--- config.mk ---
export PLATFORM = sky130hd
export DESIGN_NAME = pc_fetch_unit
export DESIGN_NICKNAME = d
export VERILOG_FILES = /design/src/rtl/pc_fetch_unit.sv
export SDC_FILE = /design/constraint.sdc
export NUM_CORES = 1
export LEC_CHECK = 0
export CAP_MARGIN = 10
export CORE_MARGIN = 5
export CORE_UTILIZATION = 51
export CTS_CLUSTER_SIZE = 30
export DETAILED_ROUTE_END_ITERATION = 12
export GPL_TIMING_DRIVEN = 0
export PLACE_DENSITY = 0.88
export SLEW_MARGIN = 40
export SYNTH_ARGS = -nofsm -noshare
export SYNTH_HDL_FRONTEND = slang
export SYNTH_SLANG_ARGS = --single-unit
--- constraint.sdc ---
create_clock -name clk -period 5.97 [get_ports clk]
set_input_delay 0.597 -clock clk [delete_from_list [all_inputs] [get_ports clk]]
set_output_delay 0.597 -clock clk [all_outputs]
set_load 0.01 [all_outputs]
--- src/rtl/pc_fetch_unit.sv ---
// Program-counter fetch unit: BOOT/RUN/HALTED sequencing, next-PC selection
// (register jump > jump > branch > sequential), trap capture and a wrapping
// count of accepted fetches.
module pc_fetch_unit #(
    parameter int               WIDTH        = 32,
    parameter logic [WIDTH-1:0] RESET_VECTOR = '0,
    parameter logic [WIDTH-1:0] EXC_VECTOR   = WIDTH'(32'h0000_0180),
    parameter int               CNT_W        = 16
) (
    input  logic             clk,
    input  logic             reset,
    input  logic             stall,
    input  logic             halt,
    input  logic             resume,
    input  logic             branch_taken,
    input  logic [15:0]      branch_offset,
    input  logic             jump,
    input  logic [25:0]      jump_index,
    input  logic             jump_reg,
    input  logic [WIDTH-1:0] reg_target,
    input  logic             exception,
    input  logic             imem_ready,
    output logic [WIDTH-1:0] pc,
    output logic [WIDTH-1:0] pc_plus4,
    output logic             imem_req,
    output logic             fetch_fire,
    output logic [WIDTH-1:0] epc,
    output logic [1:0]       cause,
    output logic [CNT_W-1:0] fetch_count,
    output logic             halted
);

    typedef enum logic [1:0] {
        BOOT   = 2'd0,
        RUN    = 2'd1,
        HALTED = 2'd2
    } state_t;

    localparam logic [1:0] CAUSE_EXT = 2'b01;
    localparam logic [1:0] CAUSE_MIS = 2'b10;

    state_t                  state;
    logic signed [WIDTH-1:0] br_disp;
    logic        [WIDTH-1:0] branch_target;
    logic        [WIDTH-1:0] jump_target;
    logic        [WIDTH-1:0] next_pc;
    logic                    misaligned_jr;

    assign pc_plus4   = pc + WIDTH'(4);
    assign imem_req   = (state == RUN);
    assign halted     = (state == HALTED);
    assign fetch_fire = imem_req & imem_ready & ~stall;

    // Word offset sign-extended and scaled to bytes; WIDTH >= 28 keeps the fill count positive.
    assign br_disp       = {{(WIDTH-18){branch_offset[15]}}, branch_offset, 2'b00};
    assign branch_target = pc_plus4 + $unsigned(br_disp);

    // A misaligned register target only matters when the jump is actually taken (fetch_fire).
    assign misaligned_jr = jump_reg & (reg_target[1:0] != 2'b00);

    // Jump keeps the region bits of pc+4 above bit 27 and replaces the low 28 bits.
    always_comb begin
        jump_target       = pc_plus4;
        jump_target[27:0] = {jump_index, 2'b00};
    end

    // Next-PC priority: register jump, then jump, then branch, then sequential.
    always_comb begin
        next_pc = pc_plus4;
        if (jump_reg)
            next_pc = reg_target;
        else if (jump)
            next_pc = jump_target;
        else if (branch_taken)
            next_pc = branch_target;
    end

    // State machine with PC, trap and fetch-count registers; traps win over halt and fetch.
    always_ff @(posedge clk) begin
        if (reset) begin
            state       <= BOOT;
            pc          <= RESET_VECTOR;
            epc         <= '0;
            cause       <= 2'b00;
            fetch_count <= '0;
        end else begin
            case (state)
                BOOT: begin
                    state <= RUN;
                end
                RUN: begin
                    if (exception) begin
                        epc   <= pc;
                        pc    <= EXC_VECTOR;
                        cause <= CAUSE_EXT;
                    end else if (fetch_fire && misaligned_jr) begin
                        epc   <= pc;
                        pc    <= EXC_VECTOR;
                        cause <= CAUSE_MIS;
                    end else begin
                        if (fetch_fire) begin
                            pc          <= next_pc;
                            fetch_count <= fetch_count + CNT_W'(1);
                        end
                        if (halt)
                            state <= HALTED;
                    end
                end
                HALTED: begin
                    if (exception) begin
                        epc   <= pc;
                        pc    <= EXC_VECTOR;
                        cause <= CAUSE_EXT;
                        state <= RUN;
                    end else if (resume) begin
                        state <= RUN;
                    end
                end
                default: begin
                    state <= BOOT;
                end
            endcase
        end
    end

endmodule

Yosys cells after proc, flatten, opt, wreduce, memory -nomap -nowiden
Cells that the tools add are included.
{ "word_totals": {"word_cells": 53, "inputBits": 84, "regBits": 84, "out_inout_bits": 117} }
{ "classes": {"eq_ne": 9, "muxes": 22, "reduce_logical": 8, "n_bitwise": 6, "addsub": 3} }
{ "op_table": {"columns": ["op", "n"], "rows": [
  ["32-bit 2-to-1 mux", 10],
  ["32-bit one-hot mux with 2 select lines", 2],
  ["32-bit by 3-bit adder with 32-bit output, second input constant", 1],
  ["32-bit adder", 1],
  ["16-bit by 1-bit adder with 16-bit output, second input constant", 1],
  ["2-bit 2-to-1 mux", 8],
  ["2-bit != test, second input constant", 4],
  ["4-bit AND reduction", 2],
  ["2-bit one-hot mux with 3 select lines", 1],
  ["3-bit AND reduction", 2],
  ["4-bit by 2-bit != test with 1-bit output, second input constant", 1],
  ["2-bit one-hot mux with 2 select lines", 1],
  ["2-bit nonzero test", 2],
  ["1-bit bitwise AND", 3],
  ["3-bit by 2-bit != test with 1-bit output, second input constant", 1],
  ["3-bit != test, second input constant", 1],
  ["1-bit inverter", 3],
  ["2-bit by 1-bit == test with 1-bit output, second input constant", 1],
  ["2-bit == test, second input constant", 1],
  ["2-bit zero test", 1],
  ["1-bit logical AND", 1]
]} }

Longest topological paths before layout
Gate-level depths: netlist of run 1.
{ "depth": {"ltp_word": 9, "depth_mapped": 18, "depth_no_buf": 18} }

Worst setup path after synthesis of run 1
OpenSTA, ideal clock, no wires.
{ "synth_path": {"path_type": "register to register", "startpoint": "reg pc[2]", "endpoint": "reg pc[31]", "synth_period_minus_slack_ps": 4261, "setup_slack_ps": 1709, "setup_time_ps": 132, "stages_incl_launch_ff": 18, "arrival_time_ps": 4129, "path_buffers": 1, "t_required_ps": 5838, "path_cell_list": "dfxtp_1 -> ha_1 -> nand4_1 -> or3_1 -> nor2_1 -> nand2_1 -> xnor2_1 -> ha_1 -> buf_2 -> and3_4 -> and2_1 -> a221oi_1 -> o22ai_1 -> or3_1 -> o41a_1 -> xnor2_2 -> mux2i_1 -> nor4_2"} }
{ "synth_between": {"elab_chain_cells": 9} }
{ "synth_lines": {"columns": ["element", "line", "rtl"], "rows": [
  ["start, declared", "23", "output logic [WIDTH-1:0] pc,"],
  ["start signal, assigned", "102", "pc <= next_pc;"],
  ["32-bit by 3-bit adder with 32-bit output", "49", "assign pc_plus4 = pc + WIDTH'(4);"],
  ["via pc_plus4[20]", "24", "output logic [WIDTH-1:0] pc_plus4,"],
  ["32-bit adder", "56", "assign branch_target = pc_plus4 + $unsigned(br_disp);"],
  ["32-bit 2-to-1 mux", "74", "else if (branch_taken)"],
  ["32-bit 2-to-1 mux", "72", "else if (jump)"],
  ["32-bit 2-to-1 mux", "70", "if (jump_reg)"],
  ["32-bit 2-to-1 mux", "101", "if (fetch_fire) begin"],
  ["32-bit 2-to-1 mux", "96", "end else if (fetch_fire && misaligned_jr) begin"],
  ["32-bit 2-to-1 mux", "92", "if (exception) begin"],
  ["32-bit one-hot mux with 2 select lines", "87", "case (state)"]
]} }
The timed path passes the listed nets, and every way through them passes these cells. The select of a mux whose other input is x is not followed.
A chain may end at the register's enable or synchronous reset.

Worst setup path in the final report of run 1
{ "layout_path": {"startpoint": "reg pc[2]", "endpoint": "reg pc[31]"} }
{ "layout_between": {"elab_chain_cells": 9} }
{ "layout_lines": {"columns": ["element", "line"], "rows": [
  ["32-bit by 3-bit adder with 32-bit output (*)", "49"],
  ["32-bit adder", "56"],
  ["32-bit 2-to-1 mux", "74"],
  ["32-bit 2-to-1 mux (*)", "72"],
  ["32-bit 2-to-1 mux (*)", "70"],
  ["32-bit 2-to-1 mux (*)", "101"],
  ["32-bit 2-to-1 mux (*)", "96"],
  ["32-bit 2-to-1 mux (*)", "92"],
  ["32-bit one-hot mux with 2 select lines (*)", "87"]
]} }
Every way passes the cells marked *; elsewhere a longest branch is shown, timed or not. The select of a mux whose other input is x is not followed.

==> results by group, run 1 <==
Cells and area
  • Multi-input logic area: 4110 sq um
  • Ant diodes: 0
  • Layout cells sized above 1: 0.0316
  • Layout area overhead: 41.1%
  • Final instance area: 8470 sq um
  • Most common cell after layout, fill and taps aside: clkdlybuf4s50_1
  • Most frequent cells in the layout: 199 x clkdlybuf4s50_1, 127 x nand2_1, 84 x dfxtp_1
  • Final nets: 1131
  • # fillers: 941
  • Fin util: 0.738
  • Register area: 1680 sq um

Synthesis
  • Synth Instances: between 700 and 800
  • YS warnings: 0
  • Synth Cell Area: 6000 sq um
  • Post-synth net total: 921
  • Register area share after synthesis: 0.280
  • Post-synth cell types: 65
  • Most used DFF post-synth: dfxtp_1
  • Syn_area_per_cell: about 7.5 sq um
  • Post-synth EDFFs: 0
  • Synthesized flop and latch total: 84
  • Top-area cell type share of the netlist area: 0.280
  • Top cells by area, synth: dfxtp_1 28%, nand2_1 7.9%, ha_1 7.9%
  • Post-synth ARST share: 0
  • Largest area contributor in the netlist: dfxtp_1

Power
  • Sw Pwr: 573 uW
  • Logic gate share of total power: 0.312
  • Switch share: 0.341
  • Pwr Density: 199 nW/um^2
  • Lkg Pwr: 0.00327 uW
  • Sequential power share: 0.366
  • Peak VDD IR: 0.000209 V
  • Internal Power: 1110 uW
  • Clock Power Share: 0.322

Detailed routing
  • DRC Markers: 0
  • Via/cell ratio: 6.02
  • Final wirelength: ~22 mm
  • ANT nets after route: 0
  • Wire per inst: 19.4 microns
  • Initial drt markers: 617
  • Vias post-DR: 6956
  • First-pass iteration count of the detailed router: 5

Die
  • FP Rows: 39
  • Die Footprint: 14000 sq um
  • Die height: between 100 and 150 microns
  • I/O pins: roughly 200
  • Initial core utilization: 0.523
  • DIE WIDTH: 118 microns
  • Core area: ~11000 sq um

Clocking
  • Root Driver: clkbuf_16
  • Clock Tree Buf Depth: 2
  • Worst-Skew Late Latency: roughly 0.35 ns
  • # Post-CTS Setup Buffers: 0
  • CTS Buf Count: 9
  • Clock slew at reported path FFs: 0.07 ns
  • Sink Count: 84
  • H-tree Lvls: 3
  • Resize count post-CTS: 0
  • TritonCTS clock tree: built
  • CTS hold repair buffers: 0

Global routing
  • GRT Total Usage: 0.304
  • Initial antenna violation count: 0
  • Largest net degree at the start of global routing: 18
  • First-pass GRT wire length: 34.7 mm
  • Grt ovf: 0
  • Vias in the first global route: 6652

Timing
  • Endpoints failing hold: 0
  • RSZ-0062 raised after global routing: no
  • Max Clk Rate: 204 MHz
  • Worst rel slew slack: 0.437
  • Setup TNS: 0 ns
  • Min Clock Period, post-route: 4.90 ns
  • Hold_ws: 0.454 ns
  • Clock skew: 0.0126 ns
  • Final Max Tran Viols: 0
  • Worst-Margin Slew: 0.839 ns
  • Final cycle utilization of the critical path: 0.821
  • Final Setup Violations: 0

Placed design
  • Instance area at placement: 8190 sq um
  • I/O Buffers: 199
  • HPWL after DPL: ~17 mm
  • GP Congestion: 0.981

Worst setup path
  • WS Path Type: reg -> reg
  • CP required: 6.18 ns
  • Arr. time, crit path: 5.11 ns
  • Critical-path maximum fanout: 8
  • Crit end category: flop
  • Critical path startpoint category: flop

Job
  • Max-cap violations: 0

Status
  • Status: finished clean

Worst hold path
  • Hold crit path type: reg -> reg
==> routing by layer <==
metal,track usage,vias to the layer above,routed length [microns]
met5,0,-,0
met3,0.0855,55,2540
met1,0.389,3207,8920
li1,-,3281,-
met4,0.0985,0,658
met2,0.497,413,10300
==> cells in the mapped netlist, drive strengths merged (3+ instances only) <==
library cell,count
nand2,127
a21oi,84
dfxtp,84
nor2,78
o21ai,50
ha,38
xor2,35
clkbuf,32
xnor2,28
a21o,21
nand3,19
inv,18
and3,14
a22oi,13
nor3,13
a211oi,12
nand4,12
mux2i,10
buf,8
or3,8
o21a,7
o221ai,7
nor2b,6
o21bai,6
a221oi,5
a31oi,5
nand2b,5
nor3b,4
o22ai,4
a21boi,3
a22o,3
and2,3
nor4,3
o211ai,3
o41ai,3
==> cell families after synthesis <==
logic type / share of synthesized area
compound gates: 0.262
mux: 0.0186
fa+ha+maj: 0.0826
flops: 0.280
simple gates: 0.226
buf+inv: 0.0381
xor+xnor: 0.0932
==> worst max-delay path: stages, from the launching register on <==
cell	delay, ns
dfxtp_1	0.55
ha_1	0.27
nand4_1	0.20
or3_1	0.49
nor2_1	0.15
nand2_1	0.08
xnor2_1	0.31
ha_1	0.30
buf_2	0.16
and3_4	0.16
and2_1	0.16
a221oi_1	0.43
o22ai_1	0.17
or3_1	0.41
o41a_1	0.36
xnor2_2	0.23
mux2i_1	0.26
nor4_2	0.06
==> power by group through the flow <==
stage                     logic (uW)  registers [uW]  clock network (uW)
after floorplan                  284             627                   0
after global placement           505             627                   0
after detailed placement         513             627                   0
after CTS                        517             615                 539
after global routing             568             618                 564
final                            525             616                 541
==> per-stage QoR <==
stage,total power [uW],setup WS (ns),std cells
5_1_grt,1750,0.897,1156
6_report,1680,1.07,1156
3_5_place_dp,1140,1.20,1140
3_3_place_gp,1130,1.19,1140
4_1_cts,1670,1.17,1156
2_1_floorplan,911,1.71,798
==> flip-flops by register name, indices dropped and copies added (netlist names) <==
name         flops
cause            2
epc             32
fetch_count     16
pc              32
state            2
==> layout make-up <==
cell class              instances  share of cell area
well taps                     143              0.0211
inverters                      18             0.00798
multi-input cells             656               0.485
clock inverters                 5             0.00443
repair buffers                199               0.235
plain buffers                  40              0.0191
clock buffers                  11              0.0287
flip-flops and latches         84               0.199
==> worst paths after layout <==
check                         to  cells after the start                 from  slack [ns]
max          pc[31]$_SDFFE_PP0P_                     17   pc[2]$_SDFFE_PP0P_        1.07
min          epc[2]$_SDFFE_PP0P_                      2  epc[2]$_SDFFE_PP0P_        0.45
max reg2reg  pc[31]$_SDFFE_PP0P_                     17   pc[2]$_SDFFE_PP0P_        1.07
min reg2reg  epc[2]$_SDFFE_PP0P_                      2  epc[2]$_SDFFE_PP0P_        0.45
Note: power is estimated with default switching activity, not from simulation.
==> run 2: changes to the inputs <==
- CORE_UTILIZATION: 51 -> 42
- PLACE_DENSITY: 0.88 -> 0.77
- clock period: 5.97 -> 4.2 ns (I/O delays scaled with it)
==> run 2 against run 1 <==
- utilization decreased by 9.0 points
- cell area is 6.6% higher
- via count grew 1.3%
- sequential cell count did not move
- total power up 45%
- register-to-register slack got worse by 1.1 ns
- sequential power increased by 43%
- clock skew hardly changed
- worst hold slack barely moved
- setup slack worse by 1.1 ns
- first-iteration DRC count shrank 14%
- critical endpoint is now pc[27]$_SDFFE_PP0P_
- highest routed layer unchanged
==> results by group, run 2 (synthesized netlist as in run 1, its figures left out) <==
Timing
  • RSZ-0062 raised after global routing: yes
  • Final cycle utilization of the critical path: 0.998
  • Worst-Margin Slew: 0.803 ns
  • Worst rel slew slack: 0.462
  • Setup TNS: 0 ns
  • Endpoints failing hold: 0
  • Final Max Tran Viols: 0
  • Max Clk Rate: between 200 and 250 MHz
  • Clock skew: approximately 0.013 ns
  • Min Clock Period, post-route: 4.19 ns
  • Final Setup Violations: 0

Global routing
  • GRT Total Usage: 0.274
  • Grt ovf: 0
  • Largest net degree at the start of global routing: 18
  • Vias in the first global route: 6899
  • Initial antenna violation count: 0
  • First-pass GRT wire length: 36.2 mm

Placed design
  • Instance area at placement: 8250 sq um
  • HPWL after DPL: between 15 and 20 mm
  • I/O Buffers: 199
  • GP Congestion: 0.994

Clocking
  • CTS Buf Count: 9
  • Sink Count: 84
  • TritonCTS clock tree: built
  • Clock Tree Buf Depth: 2
  • Worst-Skew Late Latency: 0.35 ns
  • CTS hold repair buffers: 0
  • Clock slew at reported path FFs: 0.07 ns
  • H-tree Lvls: 3
  • Root Driver: clkbuf_16

Job
  • Max-cap violations: 0

Worst setup path
  • Crit path buf inv count: 7
  • Critical-path maximum fanout: 4
  • Arr. time, crit path: 4.46 ns
  • CP required: 4.47 ns
  • Crit path largest cell delay: 0.51 ns
  • Critical path startpoint category: flop
  • Critical Path, Cell by Cell: ha_4 -> nand4_1 -> or3_4 -> or3_4 -> nor2_4 -> xor2_4 -> ha_4 -> or3_1 -> o211ai_1 -> o22ai_2 -> buf_4 -> buf_4 -> buf_4 -> buf_4 -> buf_4 -> buf_4 -> buf_4 -> nor2_2 -> o2111ai_2 -> a21oi_1
  • Crit end category: flop
  • CP dominant cell by count: buf_4
  • WS Path Type: reg -> reg
  • Worst path top cell family by delay: simple AND/OR/NAND/NOR gates
  • Cell at the slowest stage of the critical path: or3_4

Cells and area
  • Most frequent cells in the layout: 198 x clkdlybuf4s50_1, 126 x nand2_1, 80 x a21oi_1
  • Register area: 1700 sq um
  • Top flop regs: epc: 32 flops, pc: 32 flops, fetch_count: 16 flops
  • Most common cell after layout, fill and taps aside: clkdlybuf4s50_1
  • Layout cells sized above 1: 0.105
  • Ant diodes: 0
  • Final nets: ~1200
  • Final instance area: 9030 sq um
  • Layout area overhead: 50.4%
  • # fillers: 1235
  • Multi-input logic area: 4420 sq um

Die
  • DIE WIDTH: 130 microns
  • Die Footprint: between 15000 and 20000 sq um
  • Die height: 130 microns
  • Core area: 13900 sq um
  • Initial core utilization: 0.431
  • I/O pins: around 200
  • FP Rows: between 40 and 50

Power
  • Pwr Density: 270 nW/um^2
  • Sw Pwr: ~840 uW
  • Total power: between 2000 and 2500 uW
  • Switch share: 0.346
  • Clock Power Share: 0.317
  • Sequential power share: 0.361
  • Logic gate share of total power: 0.322
  • Peak VDD IR: ~0.00022 V
  • Lkg Pwr: between 0.003 and 0.004 uW
  • Internal Power: 1600 uW

Detailed routing
  • Via/cell ratio: 5.80
  • DRC Markers: 0
  • ANT nets after route: 0
  • Vias post-DR: between 7000 and 8000
  • Initial drt markers: 533
  • Final wirelength: 23.4 mm
  • First-pass iteration count of the detailed router: 6
  • Wire per inst: between 15 and 20 microns

Status
  • Status: finished clean

Worst hold path
  • Hold crit path type: reg -> reg
run 2: worst min-delay path, cell delays in order (launching register included):
cell	delay, ns
dfxtp_1	0.31
nand2_1	0.05
a21oi_1	0.05
run 2: what timing repair did:
action                                  in CTS  in global routing
buffers inserted                            22                  4
endpoints found under the setup margin       6                  5
pin swaps                                   15                 19
resized for setup                           49                 15
run 2: cell type report:
| cell class | count | share of cell area |
|---|---|---|
| sequential | 84 | 0.188 |
| clock inverter | 7 | 0.00651 |
| buffer | 36 | 0.0162 |
| inverter | 18 | 0.00748 |
| tap | 180 | 0.0249 |
| clock buffer | 9 | 0.0249 |
| timing repair buffer | 225 | 0.242 |
| multi-input combinational | 656 | 0.490 |
run 2: per-stage QoR:
step	cells	setup WS, ns	util	hold slack [ns]
4_1_cts	1212	0.00277	0.641	0.456
5_1_grt	1215	-0.111	0.648	0.485
2_1_floorplan	798	0.0121	-	0.481
6_report	1215	0.00902	0.648	0.453
3_5_place_dp	1177	-0.583	0.592	0.447
3_3_place_gp	1177	-0.529	0.591	0.442
run 2: power groups by stage:
stage	combinational (uW)	sequential, uW	clock, uW
final	785	881	774
after global routing	853	885	818
after CTS	771	878	783
after detailed placement	734	893	0
after global placement	727	893	0
after floorplan	404	891	0
run 2: metal layers:
layer  vias up  track usage  part of all wire
li1       3328            -                 -
met1      3287        0.356              0.41
met2       378        0.450              0.46
met3        55       0.0709              0.10
met4         0       0.0801             0.028
met5         -            0                 0
run 2: final timing paths:
kind | start | end | slack [ns] | depth (start not counted)
min reg2reg | epc[18]$_SDFFE_PP0P_ | epc[18]$_SDFFE_PP0P_ | 0.45 | 2
max reg2reg | pc[3]$_SDFFE_PP0P_ | pc[27]$_SDFFE_PP0P_ | 0.009 | 20
max | pc[3]$_SDFFE_PP0P_ | pc[27]$_SDFFE_PP0P_ | 0.009 | 20
min | epc[18]$_SDFFE_PP0P_ | epc[18]$_SDFFE_PP0P_ | 0.45 | 2
==> run 3: changes to the inputs <==
- ABC_CLOCK_PERIOD_IN_PS: default -> 4200
==> results of run 3 <==
Same layout as run 2: the final DEF is identical, and so are final timing and power.
